### src/rtl/pipe_stall_ctrl.sv
// Hazard/stall controller for the five-stage pipeline: tracks E/M destination shadows
// and the mult/div busy counter, and decides whether the D-stage instruction advances.
module pipe_stall_ctrl #(
    parameter int unsigned MULT_CYCLES = 5,
    parameter int unsigned DIV_CYCLES  = 10
) (
    input  logic       clk,
    input  logic       reset,
    input  logic [4:0] d_rs,
    input  logic [4:0] d_rt,
    input  logic [1:0] d_tuse_rs,
    input  logic [1:0] d_tuse_rt,
    input  logic [4:0] d_dst,
    input  logic [1:0] d_tnew,
    input  logic       d_md_start,
    input  logic       d_md_div,
    input  logic       d_md_use,
    output logic       stall,
    output logic       pc_en,
    output logic       fd_en,
    output logic       de_clr,
    output logic       md_busy
);

    typedef enum logic {
        MD_IDLE,
        MD_BUSY
    } md_state_t;

    localparam logic [3:0] MULT_LOAD = 4'(MULT_CYCLES);
    localparam logic [3:0] DIV_LOAD  = 4'(DIV_CYCLES);

    logic [4:0] e_dst, m_dst, e_dst_nxt, m_dst_nxt;
    logic [1:0] e_tnew, m_tnew, e_tnew_nxt, m_tnew_nxt;
    logic [3:0] md_cnt, md_cnt_nxt;
    md_state_t  md_state;
    logic       stall_rs, stall_rt, stall_md;

    function automatic logic src_hazard(
        input logic [4:0] r,
        input logic [1:0] tuse,
        input logic [4:0] ed,
        input logic [1:0] et,
        input logic [4:0] md,
        input logic [1:0] mt
    );
        return (r != 5'd0) && (((ed == r) && (et > tuse)) || ((md == r) && (mt > tuse)));
    endfunction

    always_ff @(posedge clk) begin
        if (!reset) begin
            e_dst  <= '0;
            e_tnew <= '0;
            m_dst  <= '0;
            m_tnew <= '0;
            md_cnt <= '0;
        end else begin
            e_dst  <= e_dst_nxt;
            e_tnew <= e_tnew_nxt;
            m_dst  <= m_dst_nxt;
            m_tnew <= m_tnew_nxt;
            md_cnt <= md_cnt_nxt;
        end
    end

    always_comb begin
        md_state   = (md_cnt != 4'd0) ? MD_BUSY : MD_IDLE;
        stall_rs   = src_hazard(d_rs, d_tuse_rs, e_dst, e_tnew, m_dst, m_tnew);
        stall_rt   = src_hazard(d_rt, d_tuse_rt, e_dst, e_tnew, m_dst, m_tnew);
        stall_md   = d_md_use && (md_state == MD_BUSY);
        // Outputs are forced idle while reset is held, whatever the stored state.
        stall      = reset && (stall_rs || stall_rt || stall_md);

        m_dst_nxt  = e_dst;
        m_tnew_nxt = (e_tnew == 2'd0) ? 2'd0 : e_tnew - 2'd1;
        e_dst_nxt  = stall ? 5'd0 : d_dst;
        e_tnew_nxt = stall ? 2'd0 : d_tnew;

        md_cnt_nxt = md_cnt;
        if (!stall && d_md_start) begin
            md_cnt_nxt = d_md_div ? DIV_LOAD : MULT_LOAD;
        end else begin
            case (md_state)
                MD_BUSY: md_cnt_nxt = md_cnt - 4'd1;
                default: md_cnt_nxt = md_cnt;
            endcase
        end
    end

    assign pc_en   = ~stall;
    assign fd_en   = ~stall;
    assign de_clr  = stall;
    assign md_busy = reset && (md_state == MD_BUSY);

endmodule

### config.mk
export PLATFORM = sky130hd
export DESIGN_NAME = pipe_stall_ctrl
export DESIGN_NICKNAME = d
export VERILOG_FILES = /design/src/rtl/pipe_stall_ctrl.sv
export SDC_FILE = /design/constraint.sdc
export NUM_CORES = 1
export LEC_CHECK = 0
export BUFFER_PORTS_ARGS = -buffer_cell sky130_fd_sc_hd__buf_2
export CORE_UTILIZATION = 54
export CTS_CLUSTER_DIAMETER = 30
export CTS_CLUSTER_SIZE = 25
export DETAILED_ROUTE_END_ITERATION = 10
export PLACE_DENSITY = 0.82
export RECOVER_POWER = 25
export SLEW_MARGIN = 20
export SYNTH_ARGS = -nofsm -noshare
export SYNTH_HDL_FRONTEND = slang
export SYNTH_SLANG_ARGS = --single-unit
### constraint.sdc
create_clock -name clk -period 4.4 [get_ports clk]
set_clock_uncertainty 0.15 [all_clocks]
set_input_delay 0.44 -clock clk [delete_from_list [all_inputs] [get_ports clk]]
set_output_delay 0.44 -clock clk [all_outputs]
set_load 0.02 [all_outputs]
Word level (Yosys, flattened, before mapping). Cells that the tools add are included.

Add/subtract/negate cells: 2. Mux-type cells: 4. $lt $le $gt $ge: 4. Eq/ne operators: 4. Reductions and logical operators: 22. Bitwise operators: 2.

Operators with widths (count): 5-bit equality test (4); 4-bit 2-to-1 mux (3); 1-bit logical AND (10); 5-bit nonzero test (2); 2-bit > comparator (4); 1-bit logical OR (4); 4-bit nonzero test (1); 2-bit OR reduction (2); 4-bit by 1-bit subtractor with 4-bit output (second input constant) (1); 2-bit logical NOT (1); 1-bit inverter (2); 2-bit nonzero test (1); 2-bit by 1-bit subtractor with 2-bit output (second input constant) (1); 1-bit logical NOT (1); 1-bit 2-to-1 mux (1).

Logic and storage cells: 43. Input bits: 26. Register bits after elaboration: 18.

Logic depth before layout (Yosys ltp). Gate-level depths: netlist of run 1.

Depth after elaboration: 10. Gate-level depth with buffers: 9.

Worst setup path after synthesis of run 1. No wires, ideal clock.

Path kind: input port to output port. From: input d_tuse_rt[1]. To: output stall. Buffers on the path: 1. Arrival: 1.880 ns. Path slack: 1.930 ns. Stages on the path: 9. Path through: inv_1 ha_1 nand2_1 nand4_1 nor4_1 o22ai_1 nand3_1 and2_1 buf_4.

Word-level cells in the longest chain between the ends: 7. Elaborated cells on any way between the ends: 9. Those cells by class: 2 x order compare; 7 x reduce/logical.

Ends and longest elaborated chain: start: declaration (line 12) `input logic [1:0] d_tuse_rt,`; 2-bit > comparator (line 47) `return (r != 5'd0) && (((ed == r) && (et > tuse)) || ((md == r) && (mt > tuse)));`; 1-bit logical AND (line 47); 1-bit logical OR (*) (line 47); 1-bit logical AND (*) (line 47); 1-bit logical OR (*) (2 in series) (line 72) `stall = reset && (stall_rs || stall_rt || stall_md);`; 1-bit logical AND (*) (line 72); end: declaration (line 18) `output logic stall,`.

Every way passes the cells marked *; elsewhere a longest branch is shown, timed or not.

Worst setup path after layout of run 1.
From: register e_tnew[0]. To: output de_clr.

Word-level cells in the longest chain between the ends: 7. Elaborated cells on any way between the ends: 11. Those cells by class: 2 x order compare; 9 x reduce/logical.

Ends and longest elaborated chain: start: declaration (line 34) `logic [1:0] e_tnew, m_tnew, e_tnew_nxt, m_tnew_nxt;`; start signal: assignment (line 59) `e_tnew <= e_tnew_nxt;`; 2-bit > comparator (line 47); 1-bit logical AND (line 47); 1-bit logical OR (line 47); 1-bit logical AND (line 47); 1-bit logical OR (*) (2 in series) (line 72); 1-bit logical AND (*) (line 72); end: declaration (line 21) `output logic de_clr,`.

Marked as above.

==> impl_metrics.csv, run 1 <==
group,metric,value,unit
synth,ys_ff_latch,18,
detailed_routing,first_pass_iters,4,
clocking,clk_path_buf_depth,2,
worst_setup_path,crit_buf_inv,2,
detailed_routing,drt-total-wl,2390,um
cells_and_area,fin_nets,199,
floorplan,dieHeight,47.1,um
synth,ys_seq_area_frac,0.328,
run_status,status,"finished, final reports clean",
floorplan,core_area,1820,um^2
synth,yosysTopAreaCellShare,0.328,
cells_and_area,seq_area,360,um^2
floorplan,die_w,47.1,um
timing,tightest_slew,0.591,ns
cells_and_area,areaGrowthSynthToFinish,18.0,%
grt,track_usage,0.252,
synth,syn_area,1100,um^2
timing,setup_tns,0,ns
floorplan,start_util,0.603,
synth,synthCells,131,
job,maxCapViolCount,0,
grt,antenna_found_initial,0,
timing,fmax,359,MHz
worst_setup_path,cp_num_cells,9,
floorplan,die_area,2220,um^2
timing,relSlewSlack,0.606,
worst_setup_path,cp-end-kind,"primary output",
worst_setup_path,start_kind,"flop",
cells_and_area,fillCellCount,153,
worst_setup_path,r2r-end,"e_dst[3]$_SDFF_PP0_",
pwr,peakVddDrop,0.000316,V
timing,rsz0062_at_grt,"no",
worst_setup_path,cp_cell_sequence,"inv_1 -> ha_1 -> nand2_1 -> nand4_1 -> nor4_1 -> o22ai_1 -> nand3_1 -> and2_1 -> buf_2",
pwr,power,0.567,mW
clocking,root_buffer,"clkbuf_4",
placement,gp_congestion,0.829,
worst_setup_path,slowest_delay,0.34,ns
clocking,cts_tree,"built",
worst_setup_path,cp.arrival,2.19,ns
cells_and_area,drive_gt1_frac,0.210,
placement,port_buffers,30,
worst_setup_path,critical_path_class,"flop to primary output",
synth,synth_area_leaders,"dfxtp_1 (33%), ha_1 (11%), xnor2_1 (10%), inv_1 (6.5%), xor2_1 (6.4%)",
synth,synth_fp_nets,167,
worst_setup_path,r2r_slack,2.30,ns
floorplan,rows,15,
worst_setup_path,r2r_cells,6,
synth,ys_types,24,
detailed_routing,drc,0,
min_path,hold_class,"input port to flop",
clocking,cts_resized,0,
timing,whs,0.183,ns
detailed_routing,drt_iter0_markers,4,
min_path,worstHoldPathCells,3,
timing,finalSetupViolCount,0,
worst_setup_path,crit_slowest_cell,"dfxtp_1",
floorplan,io_pins,31,
timing,min_period,2.78,ns
detailed_routing,viasPerCell,5.06,
grt,grt_pass1_vias,930,
clocking,ctsHoldBuffers,0,
clocking,post_cts_buffers,0,
pwr,p_leak,0.643,nW
clocking,numCtsBuffers,3,
worst_setup_path,r2r_start,"md_cnt[0]$_SDFFE_PN0P_",
timing,finalHoldViolCount,0,
clocking,worstSkewPairLatency,0.30,ns
timing,report.final.slew_viol_count,0,
worst_setup_path,path_max_fanout,3,
timing,setup_ws,1.62,ns
timing,finalCritPeriodShare,0.632,
synth,synth_top_area_cell,"dfxtp_1",
grt,grt_max_degree,17,
grt,grt_pass1_wl,3640,um
min_path,min_from,"d_tnew[0]",
placement,dp_slack,1.77,ns
synth,syn_area_per_cell,8.39,um^2
synth,ys_warn_count,0,
worst_setup_path,cpLargestDelayFamily,"simple AND/OR/NAND/NOR gates",
detailed_routing,routedWlPerCell,12.8,um
detailed_routing,vias,947,
grt,grt.overflow.total,0,
clocking,htree_levels,1,
min_path,hold-path-endpoint,"e_tnew[0]$_SDFF_PP0_",
cells_and_area,diodes,0,
pwr,power.density,437,nW/um^2
clocking,numClockSinks,18,
placement,dp_hpwl,2000,um
clocking,clk_pin_slew_worst_paths,0.10,ns
cells_and_area,multi_input_area,648,um^2
worst_setup_path,cp.required,3.81,ns
detailed_routing,postRouteAntennaNets,0,
-- cells in the mapped netlist --
cell type / n
nand4_1: 5
xor2_1: 8
a21oi_1: 4
nor3_1: 1
inv_1: 19
a21o_1: 1
mux2i_1: 4
dfxtp_1: 18
nand2_1: 11
buf_4: 2
clkbuf_1: 1
or4_1: 2
and2_1: 6
nor2_1: 9
nand4_2: 1
nor3b_1: 1
xnor2_1: 13
o21ai_0: 2
o22ai_1: 2
nand2b_1: 3
nor2b_1: 1
nor4_1: 4
nand3_1: 3
ha_1: 10
-- power by group --
group,total [mW],internal (mW),switching (mW)
logic,0.244,0.109,0.135
clock network,0.103,0.0506,0.0522
registers,0.220,0.195,0.0247
total,0.567,0.355,0.212
-- layout make-up --
type,count,area share
timing repair buffer,30,0.115
tap,25,0.0241
inverter,19,0.0550
sequential,18,0.278
clock buffer,4,0.0280
multi-input combinational,91,0.500
-- worst register-to-register path, stage by stage (launching register included) --
cell	delay (ns)
dfxtp_1	0.33
inv_1	0.08
ha_1	0.20
nor3b_1	0.51
nand2b_1	0.24
nand4_1	0.30
nor2_1	0.20
-- stage by stage --
stage | utilization | cell area [um^2] | std cells
after global placement | 0.693 | 1260 | 183
after floorplan | - | 1100 | 131
final | 0.712 | 1300 | 187
after detailed placement | 0.693 | 1260 | 183
after CTS | 0.713 | 1300 | 187
after global routing | 0.712 | 1300 | 187
-- worst max path at each step --
stage                                 startpoint  endpoint  slack, ns
after floorplan                     d_tuse_rt[1]     stall       1.93
after global placement              d_tuse_rs[1]    de_clr       1.92
after detailed placement            d_tuse_rs[1]     stall       1.77
after CTS                 md_cnt[0]$_SDFFE_PN0P_     stall       1.62
after global routing      md_cnt[0]$_SDFFE_PN0P_    de_clr       1.47
final                       e_tnew[0]$_SDFF_PP0_    de_clr       1.62
-- state kept, by name (all words and copies together) (netlist names) --
signal,cells
e_dst,5
m_dst,5
md_cnt,4
e_tnew,2
m_tnew,2
-- placed cells by master, fill, tap and decap left out --
| cell type | count |
|---|---|
| a21o_1 | 1 |
| a21oi_1 | 4 |
| and2_1 | 6 |
| buf_2 | 29 |
| clkbuf_1 | 1 |
| clkbuf_4 | 3 |
| clkbuf_8 | 1 |
| dfxtp_1 | 18 |
| ha_1 | 10 |
| inv_1 | 19 |
| mux2i_1 | 4 |
| nand2_1 | 11 |
| nand2b_1 | 3 |
| nand3_1 | 3 |
| nand4_1 | 5 |
| nand4_2 | 1 |
| nor2_1 | 9 |
| nor2b_1 | 1 |
| nor3_1 | 1 |
| nor3b_1 | 1 |
| nor4_1 | 4 |
| o21ai_0 | 2 |
| o22ai_1 | 2 |
| or4_1 | 2 |
| xnor2_1 | 13 |
| xor2_1 | 8 |
-- per-layer routing --
metal | vias to the layer above | track usage | wire, um
met5 | - | 0 | 0
met4 | 0 | 0.183 | 91
met3 | 8 | 0.0462 | 81
met2 | 28 | 0.492 | 1200
met1 | 419 | 0.227 | 1020
li1 | 492 | - | -
-- cell families (layout without fill, tap and decap cells) --
kind of cell             Yosys count  in the layout  share of synthesized area
AO/OA/AOI/OAI                      9              9                     0.0456
XOR/XNOR                          21             21                      0.167
adder cells (fa/ha/maj)           10             10                      0.114
buffers and inverters             22             53                     0.0820
flip-flops                        18             18                      0.328
multiplexers                       4              4                     0.0364
AND/OR/NAND/NOR                   47             47                      0.227
Note: power is estimated with default switching activity, not from simulation.
==> run 2: changes to the inputs <==
Settings changed: CORE_UTILIZATION 54 to 46, PLACE_DENSITY 0.82 to 0.75.
Clock period 4.4 ns to 2.5 ns, I/O delays scaled along.
==> run 2 against run 1 <==
Effect of this change:
- critical path depth did not move
- non-clock buffer count grew 1
- largest power group unchanged
- clock-buffer cell count is the same
- worst setup slack worse by 1.5 ns
==> impl_metrics.csv, run 2 (same netlist as run 1, synthesis figures left out) <==
group,metric,value,unit
clocking,cts_tree,"built",
worst_setup_path,cp_cell_sequence,"inv_1 -> ha_1 -> nand2_1 -> nand4_1 -> nor4_2 -> o22ai_2 -> nand3_1 -> and2_1 -> buf_2",
clocking,htree_levels,1,
cells_and_area,areaGrowthSynthToFinish,22.7,%
timing,tightest_slew,0.306,ns
clocking,worstSkewPairLatency,0.28,ns
floorplan,dieHeight,50.9,um
clocking,ctsHoldBuffers,0,
pwr,peakVddDrop,0.000462,V
timing,report.final.slew_viol_count,0,
detailed_routing,vias,936,
min_path,worstHoldPathCells,3,
detailed_routing,drt-total-wl,2200,um
worst_setup_path,r2r_start,"e_tnew[1]$_SDFF_PP0_",
worst_setup_path,slowest_delay,0.34,ns
floorplan,start_util,0.492,
worst_setup_path,critical_path_class,"flop to primary output",
clocking,numCtsBuffers,3,
floorplan,die_w,50.9,um
job,maxCapViolCount,0,
timing,whs,0.0150,ns
grt,grt_max_degree,17,
grt,track_usage,0.194,
worst_setup_path,cp.arrival,1.94,ns
timing,min_period,2.34,ns
min_path,min_from,"d_tnew[1]",
worst_setup_path,start_kind,"flop",
placement,port_buffers,30,
clocking,cts_resized,0,
grt,grt_pass1_vias,929,
cells_and_area,fillCellCount,203,
detailed_routing,postRouteAntennaNets,0,
detailed_routing,drc,0,
clocking,clk_pin_slew_worst_paths,0.10,ns
cells_and_area,final_common_cell,"buf_2",
grt,grt_pass1_wl,3770,um
detailed_routing,drt_iter0_markers,8,
worst_setup_path,cp-end-kind,"primary output",
run_status,status,"finished, final reports clean",
worst_setup_path,crit_buf_inv,2,
detailed_routing,viasPerCell,4.90,
cells_and_area,drive_gt1_frac,0.264,
detailed_routing,routedWlPerCell,11.5,um
clocking,post_cts_buffers,0,
cells_and_area,top_regs,"e_dst: 5 flops, m_dst: 5 flops, md_cnt: 4 flops",
clocking,clk_path_buf_depth,2,
worst_setup_path,cp.required,2.10,ns
worst_setup_path,r2r_cells,6,
floorplan,die_area,2590,um^2
worst_setup_path,cpLargestDelayFamily,"simple AND/OR/NAND/NOR gates",
clocking,numClockSinks,18,
worst_setup_path,r2r_slack,0.68,ns
timing,setup_tns,0,ns
timing,rsz0062_at_grt,"no",
grt,grt.overflow.total,0,
pwr,power.density,748,nW/um^2
timing,fmax,428,MHz
floorplan,core_area,2230,um^2
timing,relSlewSlack,0.795,
placement,gp_congestion,0.818,
worst_setup_path,crit_slowest_cell,"dfxtp_1",
floorplan,io_pins,31,
worst_setup_path,r2r-end,"e_dst[3]$_SDFF_PP0_",
timing,finalSetupViolCount,0,
placement,dp_hpwl,1840,um
cells_and_area,final_cell_mix,"buf_2 (30), inv_1 (19), dfxtp_1 (17), xnor2_1 (13), nand2_1 (11)",
min_path,hold_class,"input port to flop",
cells_and_area,fin_nets,200,
clocking,root_buffer,"clkbuf_4",
detailed_routing,first_pass_iters,4,
floorplan,rows,17,
worst_setup_path,path_max_fanout,3,
timing,finalHoldViolCount,0,
cells_and_area,diodes,0,
min_path,hold-path-endpoint,"e_tnew[1]$_SDFF_PP0_",
grt,antenna_found_initial,0,
timing,finalCritPeriodShare,0.934,
pwr,p_leak,0.655,nW
-- run 2: cell count changes in the layout (fill, tap and decap cells not counted), moves of 2 or more --
cell and delta:
nor4_2 +4, o22ai_2 +2, nor4_1 -4, o22ai_1 -2
-- run 2: worst max path at each step --
stage                                    start  cells after the start    end  slack (ns)
after detailed placement          d_tuse_rs[1]                     10  stall        0.31
after CTS                 e_tnew[0]$_SDFF_PP0_                      9  stall       0.007
after floorplan           e_tnew[0]$_SDFF_PP0_                      9  stall        0.39
after global routing      m_tnew[0]$_SDFF_PP0_                      9  stall        0.01
final                     e_tnew[0]$_SDFF_PP0_                      9  stall        0.16
after global placement            d_tuse_rt[1]                     10  stall        0.37
-- run 2: cell type report --
type / count / area (um^2) / area share
multi-input cells: 91 / 686 / 0.509
flip-flops and latches: 18 / 362 / 0.268
repair buffers: 31 / 158 / 0.117
inverters: 19 / 71.3 / 0.0529
clock buffers: 4 / 36.3 / 0.0269
well taps: 28 / 35.0 / 0.0260
-- run 2: power breakdown --
group | switching, mW | leakage, nW | total, mW | internal, mW
clock | 0.0820 | 0.0210 | 0.170 | 0.0885
sequential | 0.0439 | 0.149 | 0.388 | 0.344
combinational | 0.241 | 0.485 | 0.450 | 0.209
total | 0.367 | 0.655 | 1.01 | 0.642
-- run 2: worst min-delay path, stage by stage --
cell	delay, ns
buf_2	0.09
inv_1	0.04
nor2_1	0.03
-- run 2: stage by stage --
| stage | area (um^2) | power (mW) | cells | utilization | setup slack, ns |
|---|---|---|---|---|---|
| 3_3_place_gp | 1270 | 0.819 | 187 | 0.570 | 0.370 |
| 2_1_floorplan | 1100 | 0.714 | 131 | - | 0.387 |
| 4_1_cts | 1310 | 1.01 | 191 | 0.586 | 0.00676 |
| 6_report | 1350 | 1.01 | 191 | 0.603 | 0.165 |
| 3_5_place_dp | 1270 | 0.838 | 187 | 0.570 | 0.311 |
| 5_1_grt | 1350 | 1.10 | 191 | 0.603 | 0.0102 |
-- run 2: routing by layer --
metal  vias to the layer above  share of wire  GRT usage
met1                       425           0.43      0.204
met2                        16           0.52      0.373
met3                         4          0.030     0.0417
met4                         0          0.013     0.0694
li1                        491              -          -
met5                         -              0          0
==> run 3: changes to the inputs <==
Settings changed: CORE_ASPECT_RATIO set to 0.9.
==> run 3 against run 2 <==
Effect of this change:
- sequential share of layout area decreased by 0.34 points
- critical path type unchanged
- critical endpoint is now de_clr
- worst setup slack got worse by 0.020 ns
- first-iteration DRC count increased by 38%
- largest power group unchanged
- largest cell class unchanged
- core utilization increased by 0.87 points
- non-clock buffer count increased by 1
==> impl_metrics.csv, run 3 (same netlist as run 1, synthesis figures left out) <==
group,metric,value,unit
run_status,status,"finished, final reports clean",
timing,finalSetupViolCount,0,
cells_and_area,areaGrowthSynthToFinish,23.8,%
timing,fmax,425,MHz
pwr,power.density,755,nW/um^2
worst_setup_path,cp.required,2.10,ns
placement,port_buffers,30,
cells_and_area,stdcell_count,191,
grt,grt_max_degree,17,
placement,gp_congestion,0.894,
timing,rsz0062_at_grt,"yes",
timing,finalCritPeriodShare,0.942,
worst_setup_path,start_kind,"flop",
floorplan,die_w,53.5,um
placement,dp_slack,0.321,ns
pwr,power,1.03,mW
floorplan,rows,16,
job,maxCapViolCount,0,
worst_setup_path,critical_path_class,"flop to primary output",
timing,min_period,2.35,ns
floorplan,core_area,2220,um^2
clocking,worstSkewPairLatency,0.29,ns
grt,grt_util_met1,0.217,
grt,track_usage,0.188,
clocking,htree_levels,1,
timing,finalHoldViolCount,0,
detailed_routing,vias,963,
worst_setup_path,cp-end-kind,"primary output",
pwr,peakVddDrop,0.000561,V
cells_and_area,top_regs,"e_dst: 5 flops, m_dst: 5 flops, md_cnt: 4 flops",
worst_setup_path,path_max_fanout,5,
timing,setup_tns,0,ns
timing,tightest_slew,0.329,ns
worst_setup_path,r2r_slack,0.59,ns
grt,gr-usage-met3,0.0566,
floorplan,start_util,0.494,
clocking,clk_pin_slew_worst_paths,0.10,ns
min_path,hold_class,"input port to flop",
cells_and_area,fillCellCount,193,
grt,antenna_found_initial,0,
pwr,p_leak,0.664,nW
detailed_routing,drt_iter0_markers,11,
detailed_routing,postRouteAntennaNets,0,
detailed_routing,routedWlPerCell,11.7,um
clocking,root_buffer,"clkbuf_4",
grt,top_usage_layer,"met2",
cells_and_area,final_common_cell,"buf_2",
clocking,numCtsBuffers,3,
cells_and_area,diodes,0,
placement,dp_hpwl,1820,um
cells_and_area,final_cell_mix,"buf_2 (30), inv_1 (19), dfxtp_1 (18), xnor2_1 (13), nand2_1 (11)",
grt,grt_pass1_vias,880,
cells_and_area,seq_area,360,um^2
cells_and_area,fin_nets,201,
timing,report.final.slew_viol_count,0,
clocking,cts_tree,"built",
clocking,numClockSinks,18,
cells_and_area,drive_gt1_frac,0.262,
floorplan,io_pins,31,
grt,grt.overflow.total,0,
floorplan,die_area,2590,um^2
detailed_routing,first_pass_iters,4,
cells_and_area,multi_input_area,691,um^2
timing,relSlewSlack,0.780,
timing,setup_ws,0.145,ns
grt,grt_use_met2,0.313,
detailed_routing,drt-total-wl,2230,um
floorplan,dieHeight,48.4,um
worst_setup_path,cp.arrival,1.95,ns
detailed_routing,drc,0,
grt,grt_pass1_wl,3550,um
clocking,clk_path_buf_depth,2,
placement,placedCellCount,186,
detailed_routing,viasPerCell,5.04,
-- run 3: timing repair --
action	4_1_cts	5_1_grt
hold buffers	0	1
setup buffers	0	0
setup endpoints to repair	0	4
gates resized for setup	0	7
hold endpoints to repair	0	1
-- run 3: worst paths after layout --
check                    endpoint  depth (start not counted)              startpoint
max                        de_clr                          8  md_cnt[0]$_SDFFE_PN0P_
min           e_dst[1]$_SDFF_PP0_                          3                d_dst[1]
max reg2reg   e_dst[2]$_SDFF_PP0_                          7  md_cnt[0]$_SDFFE_PN0P_
min reg2reg  m_tnew[0]$_SDFF_PP0_                          1    e_tnew[0]$_SDFF_PP0_
-- run 3: layer usage --
metal,share of wire,wire length (um)
met1,0.45,1010
met2,0.48,1060
met3,0.043,96
met4,0.028,63
met5,0,0
-- run 3: per-stage QoR --
stage                     hold slack (ns)  instance area [um^2]   util
final                             0.00816                  1360  0.612
after global routing             0.000912                  1360  0.612
after CTS                         0.00439                  1310  0.588
after detailed placement            0.255                  1270  0.572
after global placement              0.253                  1270  0.572
after floorplan                     0.212                  1100      -
-- run 3: power breakdown --
group / internal (mW) / switching [mW]
Combinational: 0.213 / 0.247
Clock: 0.0887 / 0.0877
Sequential: 0.343 / 0.0468
Total: 0.645 / 0.382
-- run 3: worst max-delay path, stage by stage, from the launching register on --
cell	delay, ns
dfxtp_1	0.33
inv_1	0.07
ha_1	0.21
nor3b_1	0.24
buf_4	0.18
nand2b_1	0.19
nand3_2	0.10
and2_1	0.19
buf_2	0.16
-- run 3: layout make-up --
type,instances,share of cell area
timing repair buffer,32,0.123
clock buffer,4,0.0267
tap,27,0.0248
inverter,19,0.0524
multi-input combinational,91,0.508
sequential,18,0.265
